File: src/rtl/cnt_ctx_arbiter_if.sv
// Client/counter-side signal bundle for cnt_ctx_arbiter.
// Latency: none (wires only).
// Backpressure: none; the slave modport is the arbiter's view, the master modport is the environment's.
interface cnt_ctx_arbiter_if #(
    parameter int CNT_W  = 8,
    parameter int PASS_W = 8
);
    logic              i_start;
    logic [PASS_W-1:0] i_passes0;
    logic [PASS_W-1:0] i_passes1;
    logic              i_req0;
    logic              i_req1;
    logic              o_gnt0;
    logic              o_gnt1;
    logic [CNT_W-1:0]  o_cnt;
    logic              o_last;
    logic              o_ctr_en;
    logic              o_ctr_clear;
    logic              o_ctr_sel;
    logic              i_ctr_flag;
    logic [CNT_W-1:0]  i_ctr_cnt;
    logic              o_busy;
    logic              o_done0;
    logic              o_done1;
    logic              o_done;

    modport slave (
        input  i_start, i_passes0, i_passes1, i_req0, i_req1, i_ctr_flag, i_ctr_cnt,
        output o_gnt0, o_gnt1, o_cnt, o_last, o_ctr_en, o_ctr_clear, o_ctr_sel,
               o_busy, o_done0, o_done1, o_done
    );

    modport master (
        output i_start, i_passes0, i_passes1, i_req0, i_req1, i_ctr_flag, i_ctr_cnt,
        input  o_gnt0, o_gnt1, o_cnt, o_last, o_ctr_en, o_ctr_clear, o_ctr_sel,
               o_busy, o_done0, o_done1, o_done
    );
endinterface

File: src/rtl/cnt_ctx_arbiter.sv
// Shares one dual-context step counter between two requesters; counts context wraps to report completion.
// Latency: grants are same-cycle (Mealy); i_start->o_ctr_clear 1 cycle; final o_last->o_done 2 cycles.
// Backpressure: level requests simply wait until granted; one step per cycle. CNT_CTX_ARB_RR_EN selects round-robin.
module cnt_ctx_arbiter #(
    parameter int CNT_W  = 8,
    parameter int PASS_W = 8
) (
    input  logic                  i_clk,
    input  logic                  i_rst,
    cnt_ctx_arbiter_if.slave      bus
);

    typedef enum logic [1:0] {
        ST_IDLE  = 2'd0,
        ST_CLEAR = 2'd1,
        ST_RUN   = 2'd2,
        ST_DONE  = 2'd3
    } state_t;

    state_t                  state_q, state_d;
    logic [1:0][PASS_W-1:0]  passes_q, passes_d;
    logic [1:0][PASS_W-1:0]  pass_cnt_q, pass_cnt_d;
    logic [1:0]              done_q, done_d;
    logic                    sel_q, sel_d;

    logic [1:0]              req;
    logic [1:0]              elig;
    logic [1:0]              gnt;
    logic                    gidx;
    logic [PASS_W-1:0]       pass_inc;
    logic                    last;
    logic [CNT_W-1:0]        cnt_val;

    // Only unfinished contexts compete, and only while running.
    assign req  = {bus.i_req1, bus.i_req0};
    assign elig = (state_q == ST_RUN) ? (req & ~done_q) : 2'b00;
    assign gidx = gnt[1];

`ifdef CNT_CTX_ARB_RR_EN
    logic last_gnt_q, last_gnt_d;

    // Last-grant pointer starts at context 1 so context 0 wins the first contention.
    always_ff @(posedge i_clk) begin
        if (i_rst) begin
            last_gnt_q <= 1'b1;
        end else begin
            last_gnt_q <= last_gnt_d;
        end
    end

    // Round-robin pick: on contention, the context not granted last time wins.
    always_comb begin
        last_gnt_d = last_gnt_q;
        if (elig == 2'b11) begin
            gnt = last_gnt_q ? 2'b01 : 2'b10;
        end else begin
            gnt = elig;
        end
        if (|gnt) begin
            last_gnt_d = gnt[1];
        end
    end
`else
    // Fixed priority pick: context 0 always wins contention.
    always_comb begin
        gnt = elig[0] ? 2'b01 : elig;
    end
`endif

    // Next-state logic: job sequencing, pass counting and counter select tracking.
    always_comb begin
        state_d    = state_q;
        passes_d   = passes_q;
        pass_cnt_d = pass_cnt_q;
        done_d     = done_q;
        sel_d      = sel_q;
        pass_inc   = pass_cnt_q[gidx] + PASS_W'(1);
        last       = 1'b0;
        case (state_q)
            ST_IDLE: begin
                if (bus.i_start) begin
                    passes_d   = {bus.i_passes1, bus.i_passes0};
                    pass_cnt_d = '0;
                    done_d     = 2'b00;
                    state_d    = ST_CLEAR;
                end
            end
            ST_CLEAR: begin
                // A zero pass limit means the context has nothing to do.
                done_d[0] = (passes_q[0] == '0);
                done_d[1] = (passes_q[1] == '0);
                state_d   = ((passes_q[0] == '0) && (passes_q[1] == '0)) ? ST_DONE : ST_RUN;
            end
            ST_RUN: begin
                // Registered done flags: the transition happens the cycle after the final step.
                if (&done_q) begin
                    state_d = ST_DONE;
                end
                if (|gnt) begin
                    sel_d = ~gidx;
                    if (bus.i_ctr_flag) begin
                        pass_cnt_d[gidx] = pass_inc;
                        if (pass_inc == passes_q[gidx]) begin
                            done_d[gidx] = 1'b1;
                            last         = 1'b1;
                        end
                    end
                end
            end
            ST_DONE: begin
                state_d = ST_IDLE;
            end
            default: begin
                state_d = ST_IDLE;
            end
        endcase
    end

    // State registers; reset abandons any job but leaves the external counter alone.
    always_ff @(posedge i_clk) begin
        if (i_rst) begin
            state_q    <= ST_IDLE;
            passes_q   <= '0;
            pass_cnt_q <= '0;
            done_q     <= 2'b00;
            sel_q      <= 1'b0;
        end else begin
            state_q    <= state_d;
            passes_q   <= passes_d;
            pass_cnt_q <= pass_cnt_d;
            done_q     <= done_d;
            sel_q      <= sel_d;
        end
    end

    assign cnt_val         = (|gnt) ? bus.i_ctr_cnt : '0;

    assign bus.o_gnt0      = gnt[0];
    assign bus.o_gnt1      = gnt[1];
    assign bus.o_cnt       = cnt_val;
    assign bus.o_last      = last;
    assign bus.o_ctr_en    = |gnt;
    assign bus.o_ctr_clear = (state_q == ST_CLEAR);
    assign bus.o_ctr_sel   = sel_d;
    assign bus.o_busy      = (state_q == ST_CLEAR) || (state_q == ST_RUN);
    assign bus.o_done0     = done_q[0];
    assign bus.o_done1     = done_q[1];
    assign bus.o_done      = (state_q == ST_DONE);

endmodule

File: src/flat_wrapper.sv
// flat-port wrapper written by rule: the top's interface ports become plain ports
module cnt_ctx_arbiter_flat 
#(
    parameter int CNT_W  = 8,
    parameter int PASS_W = 8
)
  (i_clk, i_rst, bus_i_start, bus_i_passes0, bus_i_passes1, bus_i_req0, bus_i_req1, bus_i_ctr_flag, bus_i_ctr_cnt, bus_o_gnt0, bus_o_gnt1, bus_o_cnt, bus_o_last, bus_o_ctr_en, bus_o_ctr_clear, bus_o_ctr_sel, bus_o_busy, bus_o_done0, bus_o_done1, bus_o_done);
  cnt_ctx_arbiter_if #(.CNT_W(CNT_W), .PASS_W(PASS_W)) bus_i ();
  input  logic i_clk;
  input  logic i_rst;
  input wire logic [$bits(bus_i.i_start)-1:0] bus_i_start;
  input wire logic [$bits(bus_i.i_passes0)-1:0] bus_i_passes0;
  input wire logic [$bits(bus_i.i_passes1)-1:0] bus_i_passes1;
  input wire logic [$bits(bus_i.i_req0)-1:0] bus_i_req0;
  input wire logic [$bits(bus_i.i_req1)-1:0] bus_i_req1;
  input wire logic [$bits(bus_i.i_ctr_flag)-1:0] bus_i_ctr_flag;
  input wire logic [$bits(bus_i.i_ctr_cnt)-1:0] bus_i_ctr_cnt;
  output wire logic [$bits(bus_i.o_gnt0)-1:0] bus_o_gnt0;
  output wire logic [$bits(bus_i.o_gnt1)-1:0] bus_o_gnt1;
  output wire logic [$bits(bus_i.o_cnt)-1:0] bus_o_cnt;
  output wire logic [$bits(bus_i.o_last)-1:0] bus_o_last;
  output wire logic [$bits(bus_i.o_ctr_en)-1:0] bus_o_ctr_en;
  output wire logic [$bits(bus_i.o_ctr_clear)-1:0] bus_o_ctr_clear;
  output wire logic [$bits(bus_i.o_ctr_sel)-1:0] bus_o_ctr_sel;
  output wire logic [$bits(bus_i.o_busy)-1:0] bus_o_busy;
  output wire logic [$bits(bus_i.o_done0)-1:0] bus_o_done0;
  output wire logic [$bits(bus_i.o_done1)-1:0] bus_o_done1;
  output wire logic [$bits(bus_i.o_done)-1:0] bus_o_done;
  assign bus_i.i_start = bus_i_start;
  assign bus_i.i_passes0 = bus_i_passes0;
  assign bus_i.i_passes1 = bus_i_passes1;
  assign bus_i.i_req0 = bus_i_req0;
  assign bus_i.i_req1 = bus_i_req1;
  assign bus_i.i_ctr_flag = bus_i_ctr_flag;
  assign bus_i.i_ctr_cnt = bus_i_ctr_cnt;
  assign bus_o_gnt0 = bus_i.o_gnt0;
  assign bus_o_gnt1 = bus_i.o_gnt1;
  assign bus_o_cnt = bus_i.o_cnt;
  assign bus_o_last = bus_i.o_last;
  assign bus_o_ctr_en = bus_i.o_ctr_en;
  assign bus_o_ctr_clear = bus_i.o_ctr_clear;
  assign bus_o_ctr_sel = bus_i.o_ctr_sel;
  assign bus_o_busy = bus_i.o_busy;
  assign bus_o_done0 = bus_i.o_done0;
  assign bus_o_done1 = bus_i.o_done1;
  assign bus_o_done = bus_i.o_done;
  cnt_ctx_arbiter #(.CNT_W(CNT_W), .PASS_W(PASS_W)) u_core (.i_clk(i_clk), .i_rst(i_rst), .bus(bus_i));
endmodule
File: config.mk
export PLATFORM = sky130hd
export DESIGN_NAME = cnt_ctx_arbiter_flat
export DESIGN_NICKNAME = d
export VERILOG_FILES = /design/src/rtl/cnt_ctx_arbiter_if.sv /design/src/rtl/cnt_ctx_arbiter.sv /design/src/flat_wrapper.sv
export SDC_FILE = /design/constraint.sdc
export NUM_CORES = 1
export LEC_CHECK = 0
export BUFFER_PORTS_ARGS = -buffer_cell sky130_fd_sc_hd__buf_2
export CORE_ASPECT_RATIO = 1.1
export CORE_MARGIN = 2
export CORE_UTILIZATION = 28
export DETAILED_ROUTE_END_ITERATION = 12
export PLACE_DENSITY_LB_ADDON = 0.12
export SLEW_MARGIN = 20
export SYNTH_ARGS = -nofsm -noshare
export SYNTH_HDL_FRONTEND = slang
export SYNTH_SLANG_ARGS = --single-unit
File: constraint.sdc
create_clock -name i_clk -period 3.65 [get_ports i_clk]
set_clock_uncertainty 0.2 [all_clocks]
set_input_delay 0.1825 -clock i_clk [delete_from_list [all_inputs] [get_ports i_clk]]
set_output_delay 0.1825 -clock i_clk [all_outputs]
set_load 0.005 [all_outputs]
==> flow_summary.yaml <==
setup_path:
  worst_path_dominant_cell_family: "simple AND/OR/NAND/NOR gates"
  worst_ep_required_time_ns: 3.27
  startpoint_type: "register"
  cp_max_fo: 13
  crit_type: "reg2out"
  cp_slowest_cell: "nand2_2"
  slowest_delay_ns: 0.39
  cp_num_buf_inv: 3
  worstPathArrival_ns: 2.96
  end_kind: "output pin"
  path_cells: "inv_1, ha_1, nand3b_1, nand2_2, inv_2, a221o_1, a2bb2oi_2, nor3_1, and3_1, buf_2"
floorplan:
  start_util_pct: 28.5
  die_area_um2: 9220
  die_h_um: 101
  core_um2: 8320
  io-pin-count: 48
  die_width_um: 91.7
  num_rows: 35
final_layout:
  nNetsFinal: 392
  area_growth_pct: 23.3
  fillers: 910
  drive_above_1_share_pct: 19.3
  antenna_cells: 0
  mostFrequentLayoutCells: "nand2_1, buf_2, dfxtp_1"
  final_common_cell: "nand2_1"
sta:
  max_freq_mhz: 299
  worstMarginPinSlew_ns: 0.738
  setup_viol: 0
  rsz0062_at_grt: "false"
  slew_viol_final: 0
  min_period_over_period_pct: 91.6
  hold_viol: 0
  max-slew-margin-rel_pct: 50.8
  setup_tns_ns: 0
  fin_crit_ns: 3.34
  holdWs_ns: 0.234
clock_tree:
  clkSinkCount: 37
  cts_setup_buffers: 0
  cts_resized: 0
  cts.clk_slew.worst_paths_ns: 0.09
  cts_buffers: 5
  cts_max_level: 2
  clk_latency_ns: 0.29
  cts_tree: "yes"
  cts_hold_buf: 16
  cts-root-buf: "clkbuf_8"
  clockBufferDepth: 2
drt:
  wl_um: 6890
  wl_per_cell_um: 14.7
  drtIter0Drc: 135
  drcViolationCount: 0
  route.vias.total: 2313
  detail_route.first_pass.iterations: 4
  via_per_inst: 4.94
  ant_nets: 0
yosys:
  syn_area_um2: 2370
  ys_ff_latch: 37
  avgSynthCellArea_um2: 7.77
  synth.distinct_cells: 52
  ys_seq_area_share_pct: 31.2
  syn_inst: 305
  syn_nets: 341
  ys_warn_count: 0
power:
  powerDensity_nw_per_um2: 565
  p_leak_uw: 0.00112
  ir_worst_vdd_mv: 0.417
grt:
  grt_start_max_net_pins: 39
  grt_pass1_wl_um: 11200
  grt_antenna_before_repair: 0
  grt_usage_pct: 15.3
  grt_overflow: 0
  grt_pass1_vias: 2253
place:
  place_congestion: 0.840
  dp.final_hpwl_um: 5020
  portBuffers: 47
run:
  cap_violations: 0
status:
  status: "completed"
worst_hold_path:
  hp-class: "in2reg"
## report_power, final
group	leakage, µW	switching, µW	internal, µW	total [µW]
clock network	0.0000543	166	205	371
registers	0.000301	62.2	455	517
logic	0.000768	459	305	764
## logic make-up after synthesis
kind of cell | Yosys count | synth area share, %
buffers and inverters | 28 | 5.86
multiplexers | 8 | 3.38
flip-flops | 37 | 31.2
AND/OR/NAND/NOR | 134 | 28.1
AO/OA/AOI/OAI | 74 | 21.6
adder cells (fa/ha/maj) | 6 | 3.17
XOR/XNOR | 18 | 6.65
## through the flow
| stage | total power, µW | cell area, µm² | instances | setup WS [ns] | util, % |
|---|---|---|---|---|---|
| 6_report | 1650 | 2920 | 468 | 0.308 | 35.1 |
| 5_1_grt | 1790 | 2920 | 468 | 0.0973 | 35.1 |
| 4_1_cts | 1670 | 2920 | 468 | 0.290 | 35.1 |
| 3_5_place_dp | 1280 | 2650 | 444 | 0.634 | 31.8 |
| 3_3_place_gp | 1290 | 2650 | 444 | 0.701 | 31.8 |
| 2_1_floorplan | 1060 | 2370 | 305 | 1.20 | - |
## routing by layer
metal  track usage, %  routed length [µm]
met2             25.6                3130
met5                0                   0
met1             19.8                3310
met4             5.40                 150
met3             2.77                 300
## area by class of cell
class	instances	area (µm²)	area share, %
Inverter	7	26.3	0.899
Clock buffer	5	68.8	2.35
Clock inverter	3	46.3	1.58
Tap cell	111	139	4.75
Timing Repair Buffer	65	410	14.0
Multi-Input combinational cell	240	1490	51.0
Sequential cell	37	741	25.3
## path summary, 6_finish.rpt
check,depth (start not counted),startpoint,slack [ns],endpoint
worst max-delay path,10,u_core.state_q[0],0.31,bus_o_last
worst min-delay path,2,i_rst,0.23,u_core.pass_cnt_q[13]
worst max register to register,10,u_core.state_q[0],0.60,u_core.done_q[1]
worst min register to register,2,u_core.sel_q,0.29,u_core.sel_q
## cells in the mapped netlist (all sizes together)
library cell | count | area share [%]
clkbuf | 12 | 1.9
o211ai | 3 | 1.5
nand2b | 2 | 0.53
a311o | 1 | 0.42
and2 | 10 | 2.6
and3 | 3 | 0.79
xor2 | 8 | 3.0
xnor2 | 10 | 3.7
or3b | 1 | 0.37
nor2b | 1 | 0.26
a2bb2oi | 1 | 0.63
mux2i | 8 | 3.4
and3b | 2 | 0.74
nand2 | 59 | 9.4
o21ai | 10 | 2.1
a21o | 1 | 0.32
o2111ai | 1 | 0.37
nor2 | 23 | 3.6
nor4bb | 3 | 1.3
a21bo | 1 | 0.42
and4 | 2 | 0.74
nand4 | 4 | 1.1
buf | 9 | 2.8
a21oi | 34 | 7.2
dfxtp | 37 | 31
nand3 | 4 | 0.84
nand4b | 3 | 1.1
ha | 6 | 3.2
o31ai | 4 | 2.1
a221o | 1 | 0.42
inv | 7 | 1.1
o21bai | 1 | 0.32
nand3b | 5 | 1.6
a222oi | 1 | 0.42
a31oi | 3 | 0.79
a221oi | 1 | 0.63
a311oi | 8 | 3.0
a211oi | 2 | 0.63
nor4 | 5 | 1.3
or3 | 1 | 0.26
or2 | 1 | 0.26
o31a | 1 | 0.37
nor3 | 5 | 1.3
## registers in the layout, summed over array words and instances (netlist names)
name,count
u_core.done_q,2
u_core.pass_cnt_q,16
u_core.passes_q,16
u_core.sel_q,1
u_core.state_q,2
No activity file was read; power rests on OpenSTA's default activity.
